===== config.mk =====
export PLATFORM = sky130hd
export DESIGN_NAME = pattern_bit_serializer_flat
export DESIGN_NICKNAME = d
export VERILOG_FILES = /design/src/rtl/pattern_bit_serializer_if.sv /design/src/rtl/pattern_bit_serializer.sv /design/src/flat_wrapper.sv
export SDC_FILE = /design/constraint.sdc
export NUM_CORES = 1
export LEC_CHECK = 0
export CORE_MARGIN = 2
export CORE_UTILIZATION = 34
export CTS_BUF_LIST = sky130_fd_sc_hd__clkbuf_16
export DETAILED_ROUTE_END_ITERATION = 10
export SYNTH_ARGS = -nofsm -noshare
export SYNTH_HDL_FRONTEND = slang
export SYNTH_SLANG_ARGS = --single-unit

===== constraint.sdc =====
create_clock -name clk -period 2.49 [get_ports clk]
set_input_delay 0.249 -clock clk [delete_from_list [all_inputs] [get_ports clk]]
set_output_delay 0.249 -clock clk [all_outputs]
set_load 0.005 [all_outputs]

===== src/rtl/pattern_bit_serializer_if.sv =====
// pattern_bit_serializer_if: word-in / bit-out handshake bundle for the serializer
interface pattern_bit_serializer_if #(parameter int WIDTH = 8);
    logic             flush;
    logic [WIDTH-1:0] din;
    logic             din_valid;
    logic             din_ready;
    logic             ser_enable;
    logic             ser_bit;
    logic             ser_valid;
    logic             busy;
    logic             underrun;
    modport master (output flush, din, din_valid, ser_enable,
                    input  din_ready, ser_bit, ser_valid, busy, underrun);
    modport slave  (input  flush, din, din_valid, ser_enable,
                    output din_ready, ser_bit, ser_valid, busy, underrun);
endinterface


===== src/rtl/pattern_bit_serializer.sv =====
// pattern_bit_serializer: parallel words in over valid/ready, one bit per enabled clk out
module pattern_bit_serializer #(
    parameter int WIDTH     = 8,
    parameter int MSB_FIRST = 1
) (
    input logic                      clk,
    input logic                      rest,
    pattern_bit_serializer_if.slave  bus
);
    localparam int CW = $clog2(WIDTH);
    localparam logic [CW-1:0] LAST = CW'(WIDTH - 1);
    typedef enum logic {IDLE, SHIFT} state_t;
    state_t           state;
    logic [WIDTH-1:0] sr, hr;
    logic [CW-1:0]    cnt, idx;
    logic             hr_full, underrun_q, accept, consume, last;
    assign bus.din_ready = !rest && !bus.flush && !hr_full;
    assign accept        = bus.din_valid && bus.din_ready;
    assign consume       = (state == SHIFT) && bus.ser_enable;
    assign last          = consume && cnt == LAST;
    assign idx           = MSB_FIRST != 0 ? LAST - cnt : cnt;
    assign bus.ser_bit   = (state == SHIFT) ? sr[idx] : 1'b0;
    assign bus.ser_valid = consume;
    assign bus.busy      = state == SHIFT;
    assign bus.underrun  = underrun_q;
    always_ff @(posedge clk) begin
        if (rest || bus.flush) begin
            state      <= IDLE;
            hr_full    <= 1'b0;
            cnt        <= '0;
            underrun_q <= 1'b0;
        end else begin
            underrun_q <= 1'b0;
            if (state == IDLE) begin
                if (accept) begin
                    sr    <= bus.din;
                    cnt   <= '0;
                    state <= SHIFT;
                end
            end else if (last) begin
                // next word joins seamlessly: queued word first, else a word arriving now
                cnt <= '0;
                if (hr_full) begin
                    sr      <= hr;
                    hr_full <= 1'b0;
                end else if (accept) begin
                    sr <= bus.din;
                end else begin
                    state      <= IDLE;
                    underrun_q <= 1'b1;
                end
            end else begin
                if (consume) cnt <= cnt + 1'b1;
                if (accept) begin
                    hr      <= bus.din;
                    hr_full <= 1'b1;
                end
            end
        end
    end
endmodule


===== src/flat_wrapper.sv =====
// flat-port wrapper written by rule: the top's interface ports become plain ports
module pattern_bit_serializer_flat 
#(
    parameter int WIDTH     = 8,
    parameter int MSB_FIRST = 1
)
  (clk, rest, bus_flush, bus_din, bus_din_valid, bus_ser_enable, bus_din_ready, bus_ser_bit, bus_ser_valid, bus_busy, bus_underrun);
  pattern_bit_serializer_if #(.WIDTH(WIDTH)) bus_i ();
  input logic clk;
  input logic rest;
  input wire logic [$bits(bus_i.flush)-1:0] bus_flush;
  input wire logic [$bits(bus_i.din)-1:0] bus_din;
  input wire logic [$bits(bus_i.din_valid)-1:0] bus_din_valid;
  input wire logic [$bits(bus_i.ser_enable)-1:0] bus_ser_enable;
  output wire logic [$bits(bus_i.din_ready)-1:0] bus_din_ready;
  output wire logic [$bits(bus_i.ser_bit)-1:0] bus_ser_bit;
  output wire logic [$bits(bus_i.ser_valid)-1:0] bus_ser_valid;
  output wire logic [$bits(bus_i.busy)-1:0] bus_busy;
  output wire logic [$bits(bus_i.underrun)-1:0] bus_underrun;
  assign bus_i.flush = bus_flush;
  assign bus_i.din = bus_din;
  assign bus_i.din_valid = bus_din_valid;
  assign bus_i.ser_enable = bus_ser_enable;
  assign bus_din_ready = bus_i.din_ready;
  assign bus_ser_bit = bus_i.ser_bit;
  assign bus_ser_valid = bus_i.ser_valid;
  assign bus_busy = bus_i.busy;
  assign bus_underrun = bus_i.underrun;
  pattern_bit_serializer #(.WIDTH(WIDTH), .MSB_FIRST(MSB_FIRST)) u_core (.clk(clk), .rest(rest), .bus(bus_i));
endmodule

==> flow_summary_export.csv <==
group,metric,value,unit
status,status,"completed",
floorplanning,num_rows,20,
timing,layout_min_cycle_time,2120,ps
yosys,synth_top_cells_by_area,"edfxtp_1 (46%), dfxtp_1 (12%), mux2i_1 (12%)",
floorplanning,io_pins,18,
cts,htreeDepth,1,
yosys,synth_edf_count,16,
yosys,synthXorXnorAreaFrac,0,
critical_path,cp.arrival,1880,ps
worst_hold_path,min-delay-path-class,"reg2reg",
grt,antenna_found_initial,0,
yosys,synthCells,86,
power_and_ir_drop,finalPower,911,uW
route,dr.pass1.iters,5,
yosys,avgSynthCellArea,12.1,um2
grt,grt_use_total,0.132,
timing,max_slew_margin,0.709,
timing,finalMaxSlewViolations,0,
route,ant_nets,0,
cts,numCtsBuffers,3,
power_and_ir_drop,vdd_ir_drop_max,0.324,mV
route,via_per_inst,5.02,
yosys,yosys.area_share.simple,0.127,
route,drt_iter0_markers,34,
timing,fin_crit_sh,0.853,
power_and_ir_drop,p_int,754,uW
yosys,synthAdderAreaFrac,0.0240,
yosys,synth_mux_area_frac,0.147,
critical_path,path_max_fanout,5,
yosys,yosysWarnings,0,
grt,grt_pass1_wl,3390,um
critical_path,path_class,"reg2out",
power_and_ir_drop,p_sw,157,uW
grt,grt_max_degree,17,
yosys,synth_cell_type_count,29,
finish,area_growth_syn_to_layout,29.6,%
cts,cts_sinks,22,
cts,clkLatencyLatePin,260,ps
critical_path,critPathRequiredTime,2240,ps
timing,fmax,471,MHz
power_and_ir_drop,p_clk_frac,0.492,
route,routedWlPerCell,13.9,um
place,io_buffers,17,
floorplanning,core_area,2980,um2
timing,skew,3.60,ps
grt,grt_overflow,0,
yosys,synthArstFlopShare,0,
route,via_count,693,
timing,setup_viol,0,
floorplanning,die_w,59.4,um
floorplanning,start_util,0.350,
yosys,yosysTopAreaCell,"edfxtp_1",
yosys,synth_top_family_by_area,"multiplexers",
cts,cts_tree,"built",
cts,cts_resized,0,
cts,clockBufferDepth,2,
yosys,synth_nets,101,
yosys,ys.flop_type,"edfxtp_1",
yosys,synth-seq-cells,22,
finish,nNetsFinal,121,
cts,cts_hold_buf,0,
power_and_ir_drop,p_sw_frac,0.172,
timing,final.setup.tns,0,ps
power_and_ir_drop,pwr_density_cell,674,nW/um2
place,gp_congestion,0.760,
power_and_ir_drop,p_leak,0.000510,uW
power_and_ir_drop,p_comb_frac,0.062,
timing,worst_slew_pin_slew,437,ps
route,drc,0,
yosys,yosysSeqAreaShare,0.576,
timing,rsz0062_at_grt,"no",
cts,cts_setup_buffers,0,
floorplanning,die-area,3530,um2
finish,layout-drive-gt1-share,0.124,
yosys,synth_compound_area_frac,0.101,
flow_run,drv_cap,0,
finish,final_common_cell,"clkdlybuf4s50_1",
power_and_ir_drop,pwr-share-seq,0.446,
yosys,netlist_area,1040,um2
critical_path,cp-start-kind,"register",
place,hpwl,1400,um
cts,cts-root-buf,"clkbuf_16",
timing,hold_viol_final,0,
finish,final_cell_mix,"clkdlybuf4s50_1 (17), edfxtp_1 (16), nand2_1 (12), mux2i_1 (12), o21ai_1 (8)",
grt,grt_pass1_vias,702,
finish,antenna_cells,0,
route,wl,1910,um
critical_path,end_kind,"output pin",
yosys,synth_top_area_share,0.460,
floorplanning,die_h,59.4,um
cts,clkTransAtPathRegs,60,ps
## cells in the mapped netlist (2+ instances only)
cell       n
o21ai_1    8
nor2_2     2
edfxtp_1  16
mux2i_1   12
buf_2      3
ha_1       2
nor2_1     2
nand2_1   12
dfxtp_1    6
a21oi_1    4
## worst max-delay path, cell delays in order, from the launching register on
cell	delay, ps
dfxtp_1	440
mux4_2	530
mux2i_1	140
nor2_1	60
clkdlybuf4s50_1	450
## layer usage
| layer | GRT usage | wire (um) | vias up |
|---|---|---|---|
| met5 | 0 | 0 | - |
| met4 | 0.0390 | 23 | 0 |
| met3 | 0.0524 | 110 | 4 |
| met2 | 0.215 | 915 | 15 |
| met1 | 0.160 | 863 | 317 |
| li1 | - | - | 357 |
## path summary, 6_finish.rpt
path / startpoint / endpoint / slack, ps / depth (start not counted)
setup / recovery: u_core.cnt[1] / bus_ser_bit / 370 / 4
hold / removal: u_core.hr[4] / u_core.sr[4] / 540 / 2
setup reg to reg: u_core.cnt[0] / u_core.hr[6] / 820 / 4
hold reg to reg: u_core.hr[4] / u_core.sr[4] / 540 / 2
## logic make-up after synthesis
family / after synthesis
adders and majority gates: 2
muxes: 14
AOI/OAI and AO/OA: 18
DFF: 22
and+or+nand+nor: 25
buffers and inverters: 5
## power by group through the flow
stage / Sequential [uW] / Clock, uW / Combinational (uW)
after CTS: 406 / 459 / 58.2
final: 406 / 448 / 56.9
after global routing: 407 / 472 / 62.9
after detailed placement: 414 / 0 / 57.9
after global placement: 414 / 0 / 56.8
after floorplan: 412 / 0 / 27.5
## flip-flops by register name, summed over array words and instances, names as in the netlist
signal               count
u_core.bus.underrun      1
u_core.bus.busy          1
u_core.cnt               3
u_core.hr_full           1
u_core.sr                8
u_core.hr                8
## per-stage QoR
stage	setup slack (ps)	hold WS [ps]	cell area (um2)	util	std cells
after floorplan	831	348	1040	-	86
after global placement	586	514	1250	0.419	134
after detailed placement	540	525	1250	0.419	134
after CTS	346	541	1350	0.454	138
after global routing	254	568	1350	0.454	138
final	365	536	1350	0.454	138
## cell type report
type	instances	area (um2)
Fill cell	274	1630
Sequential cell	22	601
Multi-Input combinational cell	59	417
Timing Repair Buffer	19	185
Clock buffer	3	75.1
Tap cell	33	41.3
Clock inverter	1	30.0
Inverter	1	3.75
Power figures use the tool's default switching activity.
